===== config.mk =====
export PLATFORM = sky130hd
export DESIGN_NAME = pop_arbiter
export DESIGN_NICKNAME = d
export VERILOG_FILES = /design/src/rtl/trans_pkg.sv /design/src/rtl/rr_arb2.sv /design/src/rtl/pop_arbiter.sv
export SDC_FILE = /design/constraint.sdc
export NUM_CORES = 1
export LEC_CHECK = 0
export ABC_CLOCK_PERIOD_IN_PS = 1100
export CELL_PAD_IN_SITES_DETAIL_PLACEMENT = 0
export CELL_PAD_IN_SITES_GLOBAL_PLACEMENT = 1
export CORE_MARGIN = 2
export CORE_UTILIZATION = 26
export CTS_CLUSTER_SIZE = 40
export DETAILED_ROUTE_END_ITERATION = 10
export GPL_ROUTABILITY_DRIVEN = 0
export PLACE_DENSITY_LB_ADDON = 0.1
export SLEW_MARGIN = 40
export SYNTH_ARGS = -nofsm -noshare
export SYNTH_HDL_FRONTEND = slang
export SYNTH_SLANG_ARGS = --single-unit
export TNS_END_PERCENT = 20

===== constraint.sdc =====
create_clock -name clk -period 1.1 [get_ports clk]
set_input_delay 0.22 -clock clk [delete_from_list [all_inputs] [get_ports clk]]
set_output_delay 0.22 -clock clk [all_outputs]
set_load 0.01 [all_outputs]

===== src/rtl/trans_pkg.sv =====
// Shared types and constants for the transaction-layer drain path.
package trans_pkg;

    typedef enum logic [1:0] {
        IDLE = 2'd0,
        REQ  = 2'd1,
        CAPT = 2'd2
    } pop_state_t;

    localparam logic DEST_D0  = 1'b0;
    localparam logic DEST_D1  = 1'b1;
    localparam int   DEST_BIT = 4;

endpackage


===== src/rtl/rr_arb2.sv =====
// Two-requester round-robin arbiter; last_grant only moves when en commits a grant.
module rr_arb2
    import trans_pkg::*;
(
    input  logic       clk,
    input  logic       reset,
    input  logic [1:0] req,
    input  logic       en,
    output logic [1:0] grant,
    output logic       grant_idx,
    output logic       last_grant
);

    always_comb begin
        grant_idx = DEST_D0;
        unique case (req)
            2'b01:   grant_idx = DEST_D0;
            2'b10:   grant_idx = DEST_D1;
            2'b11:   grant_idx = (last_grant == DEST_D1) ? DEST_D0 : DEST_D1;
            default: grant_idx = DEST_D0;
        endcase
    end

    always_comb begin
        grant = 2'b00;
        if (|req) grant[grant_idx] = 1'b1;
    end

    // Resets to D1 so D0 wins the first tie.
    always_ff @(posedge clk or posedge reset) begin
        if (reset)   last_grant <= DEST_D1;
        else if (en) last_grant <= grant_idx;
    end

endmodule


===== src/rtl/pop_arbiter.sv =====
// Drains FIFOs D0/D1 one word at a time onto a ready/valid port with a bit-4 route check.
// Optional per-destination word counters are built when POP_COUNT_EN is defined.
module pop_arbiter
    import trans_pkg::*;
#(
    parameter int BITNUMBER = 8,
    parameter int CNT_W     = 8
) (
    input  logic                 clk,
    input  logic                 reset,
    input  logic                 D0_can_pop,
    input  logic                 D1_can_pop,
    input  logic [BITNUMBER-1:0] data_D0,
    input  logic [BITNUMBER-1:0] data_D1,
    input  logic                 out_ready,
    output logic                 pop_D0,
    output logic                 pop_D1,
    output logic [BITNUMBER-1:0] data_out,
    output logic                 valid_out,
    output logic                 dest_out,
    output logic                 route_err
`ifdef POP_COUNT_EN
    ,
    output logic [CNT_W-1:0]     count_D0,
    output logic [CNT_W-1:0]     count_D1
`endif
);

    generate
        if (BITNUMBER < 5 || CNT_W < 1) begin : g_param_check
            $error("pop_arbiter: BITNUMBER must be >= 5 and CNT_W >= 1");
        end
    endgenerate

    pop_state_t           state, state_nxt;
    logic [1:0]           req, grant;
    logic                 grant_idx, last_grant;
    logic                 start, capture, accept;
    logic                 dest_q;
    logic [BITNUMBER-1:0] cap_word;

    assign req = {D1_can_pop, D0_can_pop};

    rr_arb2 u_arb (
        .clk        (clk),
        .reset      (reset),
        .req        (req),
        .en         (start),
        .grant      (grant),
        .grant_idx  (grant_idx),
        .last_grant (last_grant)
    );

    always_ff @(posedge clk or posedge reset) begin
        if (reset) state <= IDLE;
        else       state <= state_nxt;
    end

    // A committed pop always runs to CAPT; can_pop dropping mid-flight is ignored.
    always_comb begin
        state_nxt = state;
        unique case (state)
            IDLE:    if (start) state_nxt = REQ;
            REQ:     state_nxt = CAPT;
            CAPT:    state_nxt = IDLE;
            default: state_nxt = IDLE;
        endcase
    end

    always_comb begin
        start   = (state == IDLE) && (|req) && (!valid_out || out_ready);
        capture = (state == CAPT);
        accept  = valid_out && out_ready;
    end

    assign cap_word = (dest_q == DEST_D1) ? data_D1 : data_D0;

    always_ff @(posedge clk or posedge reset) begin
        if (reset) begin
            pop_D0 <= 1'b0;
            pop_D1 <= 1'b0;
            dest_q <= DEST_D0;
        end else begin
            pop_D0 <= start & grant[0];
            pop_D1 <= start & grant[1];
            if (start) dest_q <= grant_idx;
        end
    end

    // A fresh capture wins over acceptance clearing valid_out on the same edge.
    always_ff @(posedge clk or posedge reset) begin
        if (reset) begin
            data_out  <= '0;
            valid_out <= 1'b0;
            dest_out  <= DEST_D0;
            route_err <= 1'b0;
        end else if (capture) begin
            data_out  <= cap_word;
            valid_out <= 1'b1;
            dest_out  <= dest_q;
            route_err <= cap_word[DEST_BIT] ^ dest_q;
        end else if (accept) begin
            valid_out <= 1'b0;
        end
    end

`ifdef POP_COUNT_EN
    always_ff @(posedge clk or posedge reset) begin
        if (reset) begin
            count_D0 <= '0;
            count_D1 <= '0;
        end else if (accept) begin
            if (dest_out == DEST_D1) count_D1 <= count_D1 + 1'b1;
            else                     count_D0 <= count_D0 + 1'b1;
        end
    end
`endif

endmodule

# Word level (Yosys, flattened, before mapping)
# Cells that the tools add are included.
[totals]
ff_bits = 17
input_bits = 21
output_inout_bits = 13
wordCells = 38
[op_classes]
n_lt_le_gt_ge = 2
eq_ne = 5
n_mux = 10
bitwise = 3
n_reduce_logical = 9
[ops]
columns = ["operator", "n"]
rows = [
  ["two-way mux 8 bit", 1],
  ["== test 2 bit, second input constant", 3],
  ["logical AND 1 bit", 4],
  ["two-way mux 1 bit", 4],
  ["two-way mux 2 bit", 2],
  ["one-hot mux 2 bit (2 select lines)", 1],
  ["AND 1 bit", 2],
  ["== test 2 x 1 -> 1 bit, second input constant", 1],
  ["zero test 2 bit", 1],
  ["less-than comparator 1 x 2 -> 1 bit, second input constant", 1],
  ["!= test 2 bit, second input constant", 1],
  ["one-hot mux 1 bit (2 select lines)", 1],
  ["nonzero test 2 bit", 1],
  ["OR reduction 2 bit", 1],
  ["demux 1 bit (select 1 bit)", 1],
  [">= comparator 1 bit, second input constant", 1],
  ["zero test 1 bit", 1],
  ["logical OR 1 bit", 1],
  ["XOR 1 bit", 1],
]

# Depth between registers and ports, before layout
# Gate-level depths: netlist (run 1).
[logic_depth]
depth_word = 8
depth_mapped = 4
ltp_nobuf = 3

# Modules after synthesis
# A second synthesis (run 1) with hierarchy kept.
[hier_totals]
cells_unflattened = 66
hier_area_um2 = 787.0
[modules_own_cells]
columns = ["module", "n_inst", "cells_per_inst", "area_each_um2", "seq_area_each_um2"]
rows = [
  ["pop_arbiter", 1, 59, 711.9, 400.4],
  ["rr_arb2", 1, 7, 75.1, 26.3],
]

# Worst setup path after synthesis (run 1)
# OpenSTA, ideal clock, no wires.
[synth_path]
path_type = "reg2reg"
start = "reg state[0]"
end = "reg dest_out"
setup_ns = 0.125
arrival_ns = 0.904
setup_slack_ns = 0.071
path_stages_with_launch = 4
path_buffers = 1
period_less_slack_ns = 1.029
cell_sequence = "dfrtp_1 nand2b_4 buf_6 mux2_4"
[synth_between]
elab_chain_len = 1
[synth_rtl]
columns = ["item", "line", "source"]
rows = [
  ["start, declared", "pop_arbiter.sv:35", "pop_state_t state, state_nxt;"],
  ["start signal, assigned", "pop_arbiter.sv:56", "else state <= state_nxt;"],
  ["== test 2 bit", "pop_arbiter.sv:72", "capture = (state == CAPT);"],
  ["end signal, assigned", "pop_arbiter.sv:100", "dest_out <= dest_q;"],
  ["end, declared", "pop_arbiter.sv:20", "output logic dest_out,"],
]
# No other way between the ends.
# A chain may end at the register's enable or synchronous reset.

# Worst setup path in the final report (run 1)
[layout_path]
start = "reg data_out[6]"
end = "out data_out[6]"
[layout_rtl]
columns = ["item", "line", "source"]
rows = [
  ["start, declared", "pop_arbiter.sv:18", "output logic [BITNUMBER-1:0] data_out,"],
  ["start signal, assigned", "pop_arbiter.sv:98", "data_out <= cap_word;"],
]
# No word-level cell between the ends.

==> results.json, run 1 <==
{
  "drtPass1Iterations": 3,
  "avgViaCountPerCell": 4.40,
  "cap_violations": 0,
  "cp.required_ns": 0.88,
  "final_common_cell": "clkdlybuf4s50_1",
  "combinationalPowerShare_pct": 48.9,
  "ys_types": 20,
  "synth_cells": 65,
  "clk_latency_ns": 0.29,
  "htreeDepth": 1,
  "synth_compound_area_share_pct": 10.7,
  "crit_family": "flip-flops",
  "ys_seq_area_share_pct": 57.9,
  "cts_max_path_buffers": 2,
  "hold_viol": 0,
  "dr_total_vias": 599,
  "portBuffers": 33,
  "clock.fmax_mhz": 960,
  "cts_buffers": 3,
  "drt_iter0_drc": 6,
  "grt_util_all_layers_pct": 10.9,
  "ys_warn_count": 0,
  "slowest_stage": "dfrtp_1",
  "cpPeakStageDelay_ns": 0.39,
  "antenna_left": 0,
  "p_sw_share_pct": 35.5,
  "grt_pass1_wl_um": 2660,
  "antenna_found_initial": 0,
  "first_global_vias": 579,
  "r2r_end": "dest_out",
  "netlist_area_sq_um": 737,
  "drv_slew": 0,
  "cp_cell_sequence": "buf_2",
  "setup_viol": 0,
  "synth_mux_area_share_pct": 12.9,
  "cts_tree": "done",
  "period_minus_slack_ns": 1.04,
  "setup-tns-final_ns": 0,
  "synth_top_family_by_area": "simple AND/OR/NAND/NOR gates",
  "grt_max_degree": 18,
  "cp.arrival_ns": 0.82,
  "cts_sinks": 17,
  "outcome": "complete, no violations",
  "path_max_fanout": 2,
  "core-area_sq_mm": 0.00273,
  "layout_common_cells": "20 x clkdlybuf4s50_1, 16 x dfrtp_1, 13 x buf_2",
  "dpl.cell_count": 130,
  "synthSimpleGateAreaFrac_pct": 13.8,
  "rsz0062_at_grt": "false",
  "layoutNonFillerInstCount": 136,
  "power.leakage_uw": 0.000555,
  "die_area_sq_mm": 0.00328,
  "pwr_density_cell_mw_per_mm2": 2500,
  "wire_per_inst_um": 11.4,
  "ios": 34,
  "seq_power_share_pct": 39.0,
  "final.period_utilization_pct": 94.7,
  "grt_overflow_total": 0,
  "die_width_um": 57.2,
  "ys_ff_latch": 17,
  "cts_root_buf": "clkbuf_4",
  "rows": 19,
  "die_h_um": 57.2,
  "p_sw_uw": 998,
  "place_ws_ns": -0.140,
  "reg2reg_from": "state[0]",
  "setup_slack_ns": 0.0584,
  "crit_type": "reg2out",
  "rr_worst_depth": 2,
  "clkPwrFrac_pct": 12.1,
  "layout.nets": 127,
  "num_antenna_cells": 0,
  "syn_area_per_cell_sq_um": 11.3,
  "totalWireLength_um": 1560,
  "finalClockSkew_ns": 0.00491,
  "max-vdd-ir-drop_v": 0.00113,
  "worstMarginPinSlew_ns": 0.181,
  "synth_xor_area_share_pct": 0,
  "drive_above_1_share_pct": 24.8,
  "drc": 0,
  "min_path_type": "in2async",
  "synth_fa_ha_area_share_pct": 0,
  "endpoint_kind": "primary output",
  "syn_nets": 86,
  "maxSlewHeadroom_pct": 87.9,
  "path_buf_inv": 1,
  "r2r_slack_ns": 0.08,
  "holdWs_ns": 0.231,
  "internal_power_uw": 1810,
  "path_clk_slew_ns": 0.10,
  "startpoint_type": "flop",
  "fin_util_pct": 41.1,
  "initial_core_util_pct": 27.0,
  "synthToLayoutAreaGrowth_pct": 52.6,
  "dpl.hpwl_um": 1140
}
[power by group through the flow]
stage / Clock (uW) / Combinational [uW] / Sequential, uW
global placement: 0 / 1540 / 1110
global route: 388 / 1530 / 1140
detailed placement: 0 / 1550 / 1120
CTS: 352 / 1400 / 1090
floorplan: 0 / 708 / 1220
finish: 339 / 1370 / 1100
[synthesized netlist by cell type]
cell       instances  area [sq um]
dfstp_2            1          26.3
mux2i_1            8          80.1
nand2b_4           1          13.8
buf_6              2          22.5
nor2_1             2          7.51
nand2b_1           1          6.26
mux2_4             1          15.0
nand3_1            2          10.0
inv_1              2          7.51
and2_1             1          6.26
dfrtp_1           16           400
o21ai_1            6          30.0
and4_1             1          8.76
nand2_1           11          41.3
o2bb2ai_1          1          8.76
a21oi_1            2          10.0
buf_2              1          5.00
o21ai_0            4          20.0
and2b_1            1          7.51
o211a_1            1          10.0
[registers in the layout, indices dropped and copies added (netlist names)]
register / cells
data_out: 8
u_arb.last_grant: 1
pop_D1: 1
dest_out: 1
state: 2
dest_q: 1
valid_out: 1
pop_D0: 1
route_err: 1
[per-layer routing]
layer / vias to the layer above / share of wire, % / GRT usage, %
met5: - / 0 / 0
met4: 0 / 2.8 / 6.98
met3: 5 / 6.7 / 2.27
met2: 18 / 45 / 15.3
met1: 272 / 46 / 15.1
li1: 304 / - / -
[timing repair]
action / CTS / global route
hold buffers: 0 / 0
setup buffers: 2 / 0
setup endpoints to repair: 13 / 3
pin swaps: 0 / 0
resized for setup: 52 / 1
[per-stage QoR]
stage | cell area, sq um | power [uW]
after floorplan | 737 | 1930
after global placement | 1150 | 2650
after detailed placement | 1150 | 2680
after CTS | 1120 | 2850
after global routing | 1120 | 3060
final | 1120 | 2810
[logic make-up (layout without fill, tap and decap cells)]
logic type	count (synthesis)	in the layout
multiplexers	9	9
AO/OA/AOI/OAI	14	14
AND/OR/NAND/NOR	20	20
buffers and inverters	5	45
flip-flops	17	17
[area by class of cell]
type	instances	area [sq um]
multi-input cells	43	278
well taps	31	38.8
repair buffers	39	348
flip-flops and latches	17	427
fillers	265	1610
inverters	2	7.51
clock buffers	4	26.3
[worst max-delay path by stage]
stage	slack, ns	from	depth (start not counted)	to
after floorplan	0.07	state[0]	3	dest_out
after global placement	-0.11	out_ready	4	u_arb.last_grant
after detailed placement	-0.14	out_ready	4	dest_q
after CTS	0.04	data_out[6]	1	data_out[6]
after global routing	0.006	data_out[5]	1	data_out[5]
final	0.06	data_out[6]	1	data_out[6]
Note: power is estimated with default switching activity, not from simulation.
==> inputs of run 2 (changes only) <==
CORE_ASPECT_RATIO = 1.25   (was default)
SKIP_LAST_GASP = 1   (was default)
==> results.json, run 2 (synthesis gave the netlist of run 1 again) <==
{
  "antenna_left": 0,
  "final.period_utilization_pct": 102,
  "max-vdd-ir-drop_v": 0.00101,
  "worstSetupEndpoint": "data_out[0]",
  "avgViaCountPerCell": 4.34,
  "ios": 34,
  "period_minus_slack_ns": 1.12,
  "min_path_type": "in2async",
  "grt_util_all_layers_pct": 9.89,
  "path_max_fanout": 2,
  "largest_register_ffs": 8,
  "clock.fmax_mhz": 893,
  "core-area_sq_mm": 0.00268,
  "wl_met2_um": 798,
  "cts_buffers": 3,
  "reg2reg_from": "state[1]",
  "finalClockSkew_ns": 0.00656,
  "layout.nets": 126,
  "endpoint_kind": "primary output",
  "synthToLayoutAreaGrowth_pct": 55.0,
  "die_width_um": 51.6,
  "cpPeakStageDelay_ns": 0.40,
  "layout_common_cells": "20 x clkdlybuf4s50_1, 16 x dfrtp_1, 11 x nand2_1",
  "cts_root_buf": "clkbuf_4",
  "antenna_found_initial": 0,
  "grt_max_degree": 13,
  "final_common_cell": "clkdlybuf4s50_1",
  "portBuffers": 33,
  "crit_type": "reg2out",
  "rows": 21,
  "setup_slack_ns": -0.0204,
  "path_buf_inv": 1,
  "r2r_slack_ns": 0.05,
  "holdBufCountCts": 0,
  "violations": "setup timing",
  "setup-tns-final_ns": -0.0552,
  "grt_pass1_wl_um": 2460,
  "cp_num_cells": 1,
  "die_h_um": 63.5,
  "initial_core_util_pct": 27.5,
  "drive_above_1_share_pct": 17.3,
  "highest_layer": "met4",
  "slowest_stage": "dfrtp_1",
  "die_area_sq_mm": 0.00328,
  "hold_viol": 0,
  "outcome": "complete, but fails checks",
  "worstMarginPinSlew_ns": 0.239,
  "postCtsSetupBuffers": 0,
  "dr_total_vias": 599,
  "top_regs": "data_out (8), state (2)",
  "cap_violations": 0,
  "drv_slew": 0,
  "cp.required_ns": 0.88,
  "startpoint_type": "flop",
  "cp_cell_sequence": "clkdlybuf4s15_2",
  "clk_latency_ns": 0.28,
  "placed_cell_area_sq_mm": 0.00113,
  "setup_viol": 7,
  "cts_tree": "done",
  "maxSlewHeadroom_pct": 84.0,
  "power.leakage_uw": 0.000542,
  "first_global_vias": 546,
  "cp.arrival_ns": 0.90,
  "fin_area_sq_mm": 0.00114,
  "path_clk_slew_ns": 0.10,
  "crit_family": "flip-flops",
  "htreeDepth": 1,
  "cts_max_path_buffers": 2,
  "wire_per_inst_um": 11.2,
  "wl_met1_um": 638,
  "grt_overflow_total": 0,
  "totalWireLength_um": 1540,
  "cts_sinks": 17,
  "regMostFlops": "data_out",
  "critPathLaunch": "data_out[0]",
  "drc": 0,
  "rsz0062_at_grt": "true",
  "drtPass1Iterations": 2,
  "num_antenna_cells": 0,
  "rr_worst_depth": 3,
  "wl_met3_um": 94,
  "dpl.hpwl_um": 1250,
  "drt_iter0_drc": 5,
  "r2r_end": "u_arb.last_grant",
  "pwr_density_cell_mw_per_mm2": 2440
}
[run 2: cell types whose count changed in the layout (fill, tap and decap cells not counted), sizes merged]
cell	change
buf	-11
clkbuf	+1
clkdlybuf4s15	+9
[run 2: metal layers]
layer | GRT usage, % | up-vias
li1 | - | 304
met1 | 11.5 | 279
met2 | 16.8 | 14
met3 | 2.61 | 2
met4 | 3.95 | 0
met5 | 0 | -
[run 2: what timing repair did]
item / 4_1_cts / 5_1_grt
pin swaps: 0 / 0
gates resized for setup: 34 / 2
endpoints found under the setup margin: 13 / 13
[run 2: worst register-to-register path, stage by stage, from the launching register on]
cell and delay, ns:
dfrtp_1 0.43, nor2_1 0.22, nand3_1 0.16, a21oi_1 0.18
[run 2: final cells by class]
type | instances | area, sq um
inverters | 2 | 7.51
flip-flops and latches | 17 | 427
repair buffers | 38 | 364
well taps | 34 | 42.5
multi-input cells | 43 | 275
fillers | 271 | 1540
clock buffers | 4 | 26.3
[run 2: worst min-delay path by stage]
stage / slack (ns) / cells after the start / endpoint
CTS: 0.08 / 2 / data_out[3]
finish: 0.09 / 2 / data_out[3]
global placement: 0.40 / 2 / data_out[3]
floorplan: 0.15 / 1 / data_out[0]
global route: 0.08 / 2 / data_out[3]
detailed placement: 0.40 / 2 / data_out[3]
[run 2: where the power goes]
group          internal, uW  total (uW)  switching (uW)
clock                   140         319             179
combinational           734        1380             644
sequential              937        1090             153
[run 2: stage by stage]
step | instances | hold WS, ns | setup slack [ns] | util [%] | total power (uW)
after floorplan | 65 | 0.145 | 0.0709 | - | 1930
after global placement | 134 | 0.397 | -0.0991 | 42.3 | 2620
after detailed placement | 134 | 0.398 | -0.124 | 42.3 | 2640
after CTS | 138 | 0.0799 | -0.0360 | 43.0 | 2870
after global routing | 138 | 0.0792 | -0.0718 | 42.6 | 3020
final | 138 | 0.0867 | -0.0204 | 42.6 | 2790
